<file path="src/rtl/branch_hazard_ctrl_if.sv">
// branch_hazard_ctrl_if: D-stage operand/producer info in, stall/flush/forward controls out
interface branch_hazard_ctrl_if;
  logic        D_valid;
  logic [4:0]  D_rs;
  logic [4:0]  D_rt;
  logic [1:0]  D_tuse_rs;
  logic [1:0]  D_tuse_rt;
  logic [4:0]  D_dst;
  logic [1:0]  D_tnew;
  logic        D_cleardb;
  logic        stall;
  logic        E_bubble;
  logic        FD_flush;
  logic [1:0]  fwd_rs_sel;
  logic [1:0]  fwd_rt_sel;
  logic [15:0] stall_cnt;
  modport master (
    output D_valid, D_rs, D_rt, D_tuse_rs, D_tuse_rt, D_dst, D_tnew, D_cleardb,
    input  stall, E_bubble, FD_flush, fwd_rs_sel, fwd_rt_sel, stall_cnt
  );
  modport slave (
    input  D_valid, D_rs, D_rt, D_tuse_rs, D_tuse_rt, D_dst, D_tnew, D_cleardb,
    output stall, E_bubble, FD_flush, fwd_rs_sel, fwd_rt_sel, stall_cnt
  );
endinterface

</file>
<file path="src/rtl/branch_hazard_ctrl.sv">
// branch_hazard_ctrl: tuse/tnew scoreboard driving D-stage stall, bubble, annul and compare forwarding
module branch_hazard_ctrl (
  input logic                clk,
  input logic                reset,
  branch_hazard_ctrl_if.slave bus
);
  typedef struct packed {
    logic       v;
    logic [4:0] dst;
    logic [1:0] tnew;
  } ent_t;
  ent_t        e_q, m_q, w_q, e_d, m_d, w_d;
  logic [15:0] cnt_q, cnt_d;
  logic [2:0]  rs_res, rt_res;
  logic        stall;
  logic        live;
  // {hazard, stage code if forwardable}; the youngest matching entry decides
  function automatic logic [2:0] resolve(input logic [4:0] r, input logic [1:0] tuse,
                                         input ent_t e, input ent_t m, input ent_t w);
    logic       hit_e, hit_m, hit_w;
    logic [1:0] code, tn;
    hit_e = e.v && e.dst == r;
    hit_m = m.v && m.dst == r;
    hit_w = w.v && w.dst == r;
    code  = hit_e ? 2'd1 : hit_m ? 2'd2 : hit_w ? 2'd3 : 2'd0;
    tn    = hit_e ? e.tnew : hit_m ? m.tnew : w.tnew;
    if (r == 5'd0 || tuse == 2'd3 || code == 2'd0) return 3'b000;
    return {tn > tuse, tn == 2'd0 ? code : 2'd0};
  endfunction
  function automatic logic [1:0] dec(input logic [1:0] t);
    return t == 2'd0 ? 2'd0 : t - 2'd1;
  endfunction
  // hazard detection and forwarding selects, forced quiet while reset is held
  always_comb begin
    rs_res         = resolve(bus.D_rs, bus.D_tuse_rs, e_q, m_q, w_q);
    rt_res         = resolve(bus.D_rt, bus.D_tuse_rt, e_q, m_q, w_q);
    live           = ~reset & bus.D_valid;
    stall          = live & (rs_res[2] | rt_res[2]);
    bus.stall      = stall;
    bus.E_bubble   = stall;
    bus.FD_flush   = ~reset & bus.D_cleardb & ~stall;
    bus.fwd_rs_sel = live ? rs_res[1:0] : 2'd0;
    bus.fwd_rt_sel = live ? rt_res[1:0] : 2'd0;
    bus.stall_cnt  = cnt_q;
  end
  // scoreboard advance: E takes D or a bubble, older entries age toward forwardable
  always_comb begin
    e_d   = stall ? '0 : {bus.D_valid, bus.D_dst, bus.D_tnew};
    m_d   = {e_q.v, e_q.dst, dec(e_q.tnew)};
    w_d   = {m_q.v, m_q.dst, dec(m_q.tnew)};
    cnt_d = (stall && cnt_q != 16'hFFFF) ? cnt_q + 16'd1 : cnt_q;
  end
  // state registers
  always_ff @(posedge clk or posedge reset) begin
    if (reset) begin
      e_q   <= '0;
      m_q   <= '0;
      w_q   <= '0;
      cnt_q <= '0;
    end else begin
      e_q   <= e_d;
      m_q   <= m_d;
      w_q   <= w_d;
      cnt_q <= cnt_d;
    end
  end
endmodule

</file>
<file path="src/flat_wrapper.sv">
// flat-port wrapper written by rule: the top's interface ports become plain ports
module branch_hazard_ctrl_flat 
  (clk, reset, bus_D_valid, bus_D_rs, bus_D_rt, bus_D_tuse_rs, bus_D_tuse_rt, bus_D_dst, bus_D_tnew, bus_D_cleardb, bus_stall, bus_E_bubble, bus_FD_flush, bus_fwd_rs_sel, bus_fwd_rt_sel, bus_stall_cnt);
  branch_hazard_ctrl_if bus_i ();
  input logic clk;
  input logic reset;
  input wire logic [$bits(bus_i.D_valid)-1:0] bus_D_valid;
  input wire logic [$bits(bus_i.D_rs)-1:0] bus_D_rs;
  input wire logic [$bits(bus_i.D_rt)-1:0] bus_D_rt;
  input wire logic [$bits(bus_i.D_tuse_rs)-1:0] bus_D_tuse_rs;
  input wire logic [$bits(bus_i.D_tuse_rt)-1:0] bus_D_tuse_rt;
  input wire logic [$bits(bus_i.D_dst)-1:0] bus_D_dst;
  input wire logic [$bits(bus_i.D_tnew)-1:0] bus_D_tnew;
  input wire logic [$bits(bus_i.D_cleardb)-1:0] bus_D_cleardb;
  output wire logic [$bits(bus_i.stall)-1:0] bus_stall;
  output wire logic [$bits(bus_i.E_bubble)-1:0] bus_E_bubble;
  output wire logic [$bits(bus_i.FD_flush)-1:0] bus_FD_flush;
  output wire logic [$bits(bus_i.fwd_rs_sel)-1:0] bus_fwd_rs_sel;
  output wire logic [$bits(bus_i.fwd_rt_sel)-1:0] bus_fwd_rt_sel;
  output wire logic [$bits(bus_i.stall_cnt)-1:0] bus_stall_cnt;
  assign bus_i.D_valid = bus_D_valid;
  assign bus_i.D_rs = bus_D_rs;
  assign bus_i.D_rt = bus_D_rt;
  assign bus_i.D_tuse_rs = bus_D_tuse_rs;
  assign bus_i.D_tuse_rt = bus_D_tuse_rt;
  assign bus_i.D_dst = bus_D_dst;
  assign bus_i.D_tnew = bus_D_tnew;
  assign bus_i.D_cleardb = bus_D_cleardb;
  assign bus_stall = bus_i.stall;
  assign bus_E_bubble = bus_i.E_bubble;
  assign bus_FD_flush = bus_i.FD_flush;
  assign bus_fwd_rs_sel = bus_i.fwd_rs_sel;
  assign bus_fwd_rt_sel = bus_i.fwd_rt_sel;
  assign bus_stall_cnt = bus_i.stall_cnt;
  branch_hazard_ctrl u_core (.clk(clk), .reset(reset), .bus(bus_i));
endmodule
</file>
<file path="config.mk">
export PLATFORM = sky130hd
export DESIGN_NAME = branch_hazard_ctrl_flat
export DESIGN_NICKNAME = d
export VERILOG_FILES = /design/src/rtl/branch_hazard_ctrl_if.sv /design/src/rtl/branch_hazard_ctrl.sv /design/src/flat_wrapper.sv
export SDC_FILE = /design/constraint.sdc
export NUM_CORES = 1
export LEC_CHECK = 0
export BUFFER_PORTS_ARGS = -buffer_cell sky130_fd_sc_hd__buf_2
export CAP_MARGIN = 40
export CORE_ASPECT_RATIO = 0.9
export CORE_MARGIN = 2
export CORE_UTILIZATION = 55
export DETAILED_ROUTE_END_ITERATION = 16
export PLACE_DENSITY = 0.86
export SLEW_MARGIN = 20
export SYNTH_ARGS = -nofsm -noshare
export SYNTH_HDL_FRONTEND = slang
export SYNTH_SLANG_ARGS = --single-unit
</file>
<file path="constraint.sdc">
create_clock -name clk -period 3.7 [get_ports clk]
set_input_delay 0.185 -clock clk [delete_from_list [all_inputs] [get_ports clk]]
set_output_delay 0.185 -clock clk [all_outputs]
set_load 0.005 [all_outputs]
</file>
==> metrics.md, run 1 <==
| Metric | Value |
|---|---|
| Outcome | `finished, final reports clean` |
| Req. time, crit path | `roughly 3.5 ns` |
| Worst setup SP type | `flip-flop` |
| Met1 Track Usage GR | `between 30 and 40%` |
| Slew @ Worst Pin | `around 0.66 ns` |
| Hold Vio Cnt, Final | `0` |
| Total track usage | `around a quarter` |
| Finished Cell Area | `0.002834 mm^2` |
| Area grow syn2layout | `20.41%` |
| #FFs+latches synth | `40` |
| Placed cell count | `between 300 and 400` |
| Global routing usage on met3 | `5.335%` |
| CTS tree | `built` |
| Placed Area | `~0.0026 mm^2` |
| Fin nets | `slightly above 300` |
| Port bufs | `47` |
| Antenna diode count | `0` |
| Post-route DRC | `0` |
| Clock Tree Root | `clkbuf_8` |
| Setup Crit Path Kind | `flip-flop to output port` |
| Avg Vias per Cell | `5.736` |
| Iter 0 DRT Violations | `140` |
| R2r setup slk | `around 0.21 ns` |
| Yosys cell types | `42` |
| Critical path peak fanout | `7` |
| Post-synth EDFFs | `0` |
| First-pass GRT wire length | `approximately 8.6 mm` |
| Final WL | `about 5.4 mm` |
| Worst hold path type | `primary input to asynchronous set/reset pin` |
| FFs w/ async S/R, synth | `between 90% and 100%` |
| Mapped Area | `about 0.0024 mm^2` |
| CP endpoint kind | `output port` |
| M2 GR Usage | `40.34%` |
| Finished Layout Cells | `322` |
| Die X | `~73 um` |
| Via count | `approximately 1800` |
| H-Tree Depth | `2` |
| Site Rows | `22` |
| I/O pins | `48` |
| Min cycle time layout | `about 3.6 ns` |
| Final worst-path cycle share | `between 90% and 100%` |
| Die area | `between 0.004 and 0.005 mm^2` |
| Syn Nets | `~250` |
| Setup WS post-layout | `~0.14 ns` |
| Per-cell routed wire length | `~17 um` |
| Cts hold-fix bufs | `0` |
| Pre-CTS setup slack | `0.3142 ns` |
| Layout cells sized above 1 | `between 30% and 40%` |
| Final setup fails | `0` |
| Cells after Synth | `roughly 220` |
| Ys Warns | `0` |
| Overflow after GRT | `0` |
| Num Clock Sinks | `40` |
| GPL Wtd Cong | `0.9594` |
| Pwr dens | `348.0 mW/mm^2` |
| Mapped Avg Cell Area | `around 11 um^2` |
| Die Y | `66.06 um` |
| Skew final | `between 0.004 and 0.005 ns` |
| Register area share after synthesis | `between 40% and 50%` |
| Worst-case vdd ir drop | `about 0.00034 V` |
| CTS buffer count | `5` |
| Max-cap violations | `0` |
| Initial antenna violation count | `0` |
| Slew Limit Fails | `0` |
| Deepest clock path buffer count | `2` |
| Clock transition at path regs | `approximately 0.080 ns` |
| Worst slew margin | `between 50 and 60%` |
| Pleak | `around 1.4 nW` |
| Number of global-route vias before repair | `around 1800` |
| ANT nets after route | `0` |
| Top FF cell, synth | `dfrtp_1` |
| Core box area | `0.004101 mm^2` |
| Clock Latency Late Sink | `roughly 0.3 ns` |
| CP Data Arrival Time | `about 3.4 ns` |
| Drt first pass iters | `4` |
| Fmax | `about 280 MHz` |
| Grt peak-use layer | `met2` |
| Initial core utilization | `between 50% and 60%` |
| Largest net degree at the start of global routing | `just over 40` |
| Final HPWL DP | `between 3 and 4 mm` |
[layer usage]
metal  vias up  share of wire [%]
met3        13                6.5
met1       896                 41
met5         -                  0
met4         0                2.1
li1        872                  -
met2        66                 50
[final cells by class]
type / count / area, um^2
fillers: 292 / 1267
inverters: 11 / 41.29
multi-input cells: 158 / 1295
clock buffers: 7 / 96.34
repair buffers: 57 / 310.3
flip-flops and latches: 40 / 1001
clock inverters: 1 / 30.03
well taps: 48 / 60.06
[path summary, 6_finish.rpt]
path	from	endpoint	cells past startpoint
hold reg to reg	u_core.m_q[7]$_DFF_PP0_	u_core.w_q[7]$_DFF_PP0_	0
setup / recovery	u_core.m_q[6]$_DFF_PP0_	bus_FD_flush	12
hold / removal	reset	u_core.m_q[2]$_DFF_PP0_	3
setup reg to reg	u_core.m_q[6]$_DFF_PP0_	u_core.bus.stall_cnt[11]$_DFFE_PP0P_	13
max in group asynchronous	reset	u_core.e_q[4]$_DFF_PP0_	3
min in group clk	bus_D_dst[1]	u_core.e_q[3]$_DFF_PP0_	2
[timing repair]
action                                  CTS  global route
setup buffers                             0             7
pin swaps                                 0             2
cloned                                    0             0
gates resized for setup                   2             6
endpoints found under the setup margin    1             3
endpoints found under the hold margin     0             0
[cells in the mapped netlist, drive strengths merged (3+ instances only)]
cell,number,area [um^2]
inv,11,41.29
buf,7,47.55
nand2,11,43.80
a21boi,3,26.27
dfrtp,40,1001
and3,17,106.4
xor2,35,306.5
mux2,3,37.53
nand3,6,30.03
xnor2,8,70.07
a21oi,9,45.04
nor2,9,33.78
nor4,8,56.30
nor2b,4,25.02
o31ai,4,71.32
and2,4,25.02
a2111oi,3,70.06
a211oi,6,50.05
mux2i,5,50.05
ha,5,62.56
[stage by stage]
| stage | hold WS (ns) | util (%) | setup TNS [ns] | power (W) |
|---|---|---|---|---|
| floorplan | 0.3382 | - | 0 | 0.0005498 |
| global placement | 0.3670 | 63.97 | 0 | 0.0005898 |
| detailed placement | 0.3785 | 63.97 | 0 | 0.0005943 |
| CTS | 0.08556 | 67.18 | 0 | 0.0009842 |
| global route | 0.1235 | 69.10 | -0.002970 | 0.001028 |
| finish | 0.07642 | 69.10 | 0 | 0.0009864 |
[critical path: stages (launching register included)]
cell and delay, ns:
dfrtp_1 0.42, xor2_1 0.17, nor4_2 0.25, and3_1 0.23, mux2_4 0.32, o21a_1 0.21
ha_4 0.29, a21oi_1 0.09, a2111oi_4 0.41, o31ai_4 0.20, and2_4 0.20, and3_1 0.17
buf_2 0.12
[logic make-up after synthesis]
kind of cell	synth area share, %
AOI/OAI and AO/OA	14.19
xor gates and xnor gates	16.00
adders and majority gates	2.658
buffers and inverters	3.775
DFF	42.53
muxes	3.721
and+or+nand+nor	17.12
[report_power, final]
group	internal, W	switching, W	leakage [nW]	total (W)
registers	0.000456	0.0000202	0.493	0.000476
logic	0.0000540	0.0000636	0.812	0.000118
clock network	0.000238	0.000155	0.0645	0.000393
[layout by cell type (no fill, tap or decap), types with 2 or more instances in the layout]
master	n
a2111oi_4	2
a211oi_1	5
a21boi_1	2
a21oi_1	9
and2_1	3
and3_1	15
buf_2	47
buf_4	10
clkbuf_8	7
dfrtp_1	40
ha_1	4
inv_1	11
mux2_4	2
mux2i_1	5
nand2_1	10
nand2b_1	2
nand3_1	6
nand4_1	2
nor2_1	9
nor2b_1	4
nor3_1	2
nor4_1	6
nor4_2	2
o31ai_4	3
or4_1	2
xnor2_1	8
xor2_1	35
[registers in the layout, indices dropped and copies added (netlist names)]
| name | cells |
|---|---|
| u_core.bus.stall_cnt | 16 |
| u_core.e_q | 8 |
| u_core.w_q | 8 |
| u_core.m_q | 8 |
No activity file was read; power rests on OpenSTA's default activity.
==> inputs of run 2 (changes only) <==
BUFFER_PORTS_ARGS = -buffer_cell sky130_fd_sc_hd__buf_4   (was -buffer_cell sky130_fd_sc_hd__buf_2)
==> run 2 against run 1 <==
  * Cell area increased by 2.2%
  * Die area stayed put
  * Sequential cell count is the same
  * Clock power shrank 5.1%
  * Clock skew up 0.00071 ns
  * Highest routed layer unchanged
  * Combinational power is 4% higher
==> metrics.md, run 2 (same netlist as run 1, synthesis figures left out) <==
| Metric | Value |
|---|---|
| Outcome | `finished, final reports clean` |
| Iter 0 DRT Violations | `155 (+11%)` |
| Clock Tree Root | `clkbuf_8` |
| Most frequent cells in the layout | `buf_4, dfrtp_1, xor2_1` |
| Die X | `72.96 um (unchanged)` |
| Skew final | `0.005316 ns (+0.0007056 ns)` |
| Per-cell routed wire length | `16.28 um (-2.4%)` |
| H-Tree Depth | `2 (unchanged)` |
| CTS buffer count | `5 (unchanged)` |
| Core box area | `0.004101 mm^2 (unchanged)` |
| Deepest clock path buffer count | `2 (unchanged)` |
| Layout cells sized above 1 | `29.04% (-2.0 points)` |
| Initial antenna violation count | `0 (unchanged)` |
| Final WL | `5.208 mm (-3.0%)` |
| Total track usage | `24.41% (+0.33 points)` |
| Max-cap violations | `0 (unchanged)` |
| Area grow syn2layout | `23.07%` |
| Clock Latency Late Sink | `0.30 ns (about the same)` |
| CP Data Arrival Time | `3.26 ns (-0.11 ns)` |
| Final setup fails | `0 (unchanged)` |
| R2r setup slk | `0.38 ns (+0.17 ns)` |
| Number of global-route vias before repair | `1810 (-1.4%)` |
| Final HPWL DP | `3.945 mm (+3.8%)` |
| Worst hold path type | `primary input to asynchronous set/reset pin` |
| First-pass GRT wire length | `8.742 mm (+1.4%)` |
| Final worst-path cycle share | `93.12% (-3.0 points)` |
| Hold Vio Cnt, Final | `0 (unchanged)` |
| Reg2Reg Depth | `11 (-2)` |
| Slew Limit Fails | `0 (unchanged)` |
| Worst slew margin | `65.64% (+9.3 points)` |
| Commonest non-fill, non-tap cell in the layout | `buf_4` |
| RSZ-0062 raised after global routing | `no` |
| Fmax | `290.2 MHz (+3.2%)` |
| Min cycle time layout | `3.445 ns (-0.1119 ns)` |
| Most used cell, CP | `and3_1` |
| Critical path peak fanout | `3 (-4)` |
| Max reg flops | `16 (unchanged)` |
| Drt first pass iters | `4 (unchanged)` |
| # fillers | `303 (+3.8%)` |
| Pleak | `1.375 nW (+0.39%)` |
| Post-route DRC | `0 (unchanged)` |
| ANT nets after route | `0 (unchanged)` |
| Die Y | `66.06 um (unchanged)` |
| Critical path's top delay family | `simple AND/OR/NAND/NOR gates` |
| Setup Crit Path Kind | `flip-flop to output port` |
| Fin nets | `301 (-0.66%)` |
| Overall Power | `0.0009730 W (-1.4%)` |
| Num Clock Sinks | `40 (unchanged)` |
| Largest net degree at the start of global routing | `41 (unchanged)` |
| Via count | `1816 (-1.7%)` |
| R2r startpoint | `u_core.m_q[2]$_DFF_PP0_` |
| I/O pins | `48 (unchanged)` |
| CP endpoint kind | `output port` |
| CTS tree | `built` |
| Max stage delay on crit path | `0.46 ns (+0.04 ns)` |
| Worst setup SP type | `flip-flop` |
| Die area | `0.004819 mm^2 (unchanged)` |
| Initial core utilization | `57.38% (unchanged)` |
| Overflow after GRT | `0 (unchanged)` |
| CP Cell Sequence | `xor2_1 -> nor4_1 -> and3_1 -> mux2_1 -> o21a_1 -> ha_1 -> a2111oi_4 -> o31ai_4 -> and2_1 -> and3_1 -> buf_4` |
| Setup TNS | `0 ns (unchanged)` |
| Port bufs | `47 (unchanged)` |
| Worst path slowest cell | `a2111oi_4` |
| Site Rows | `22 (unchanged)` |
| GPL Wtd Cong | `0.8950 (-6.7%)` |
| Reg-to-reg critical path endpoint | `u_core.bus.stall_cnt[14]$_DFFE_PP0P_` |
| Clock transition at path regs | `0.08 ns (about the same)` |
| Pwr dens | `335.9 mW/mm^2 (-3.5%)` |
| Worst-case vdd ir drop | `0.0002452 V (-28%)` |
| Antenna diode count | `0 (unchanged)` |
| Req. time, crit path | `3.51 ns (about the same)` |
| Worst Path Buf+Inv | `1 (unchanged)` |
| Avg Vias per Cell | `5.675 (-1.1%)` |
| Slew @ Worst Pin | `0.5112 ns (-0.1440 ns)` |
==> run 2: cell types whose count changed in the layout (fill, tap and decap cells not counted), sizes merged <==
cell      delta
inv          +1
clkbuf       -2
clkinvlp     +1
buf          -2
==> run 2: metrics by stage <==
stage | hold slack (ns) | setup WS [ns] | std cells | utilization, % | area [um^2]
3_5_place_dp | 0.3863 | 0.3456 | 307 | 66.84 | 2741
4_1_cts | 0.09106 | 0.1066 | 316 | 69.83 | 2864
3_3_place_gp | 0.3668 | 0.4415 | 307 | 66.84 | 2741
2_1_floorplan | 0.3382 | 0.5140 | 216 | - | 2354
6_report | 0.06757 | 0.2547 | 320 | 70.62 | 2897
5_1_grt | 0.1023 | 0.05555 | 320 | 70.62 | 2897
==> run 2: worst max path at each step <==
| stage | from | endpoint | slack (ns) | cells after the start |
|---|---|---|---|---|
| floorplan | u_core.m_q[6]$_DFF_PP0_ | u_core.bus.stall_cnt[14]$_DFFE_PP0P_ | 0.51 | 12 |
| detailed placement | u_core.m_q[2]$_DFF_PP0_ | bus_FD_flush | 0.35 | 12 |
| global route | u_core.m_q[5]$_DFF_PP0_ | bus_FD_flush | 0.06 | 13 |
| finish | u_core.m_q[2]$_DFF_PP0_ | bus_FD_flush | 0.25 | 11 |
| global placement | u_core.e_q[4]$_DFF_PP0_ | bus_FD_flush | 0.44 | 10 |
| CTS | u_core.e_q[6]$_DFF_PP0_ | bus_FD_flush | 0.11 | 12 |
==> run 2: final cells by class <==
class | count | area [um^2] | area share (%)
clock inverter | 3 | 46.29 | 1.598
inverter | 11 | 41.29 | 1.425
sequential | 40 | 1001 | 34.56
multi-input combinational | 158 | 1266 | 43.71
clock buffer | 5 | 68.82 | 2.376
timing repair buffer | 55 | 412.9 | 14.25
tap | 48 | 60.06 | 2.073
==> run 2: timing repair <==
action,4_1_cts,5_1_grt
setup endpoints to repair,1,1
hold buffers,0,0
setup buffers,1,4
pin swaps,0,1
gates resized for setup,0,2
==> run 2: where the power goes <==
group          total (W)  internal (W)  switching (W)
Clock           0.000373      0.000203       0.000170
Combinational   0.000123     0.0000621      0.0000612
Sequential      0.000477      0.000456      0.0000210
Total           0.000973      0.000721       0.000252
==> run 2: worst register-to-register path, stage by stage (launching register included) <==
cell,delay [ns]
dfrtp_1,0.43
xor2_1,0.16
nor4_1,0.24
and3_1,0.21
mux2_1,0.34
o21a_1,0.18
ha_1,0.32
a2111oi_4,0.46
o31ai_4,0.13
buf_4,0.21
a21oi_1,0.18
mux2_1,0.33
==> run 2: metal layers <==
layer | part of all wire (%) | GRT usage (%)
met1 | 45 | 32.32
met2 | 49 | 40.23
met3 | 4.0 | 5.335
met4 | 2.0 | 7.176
met5 | 0 | 0
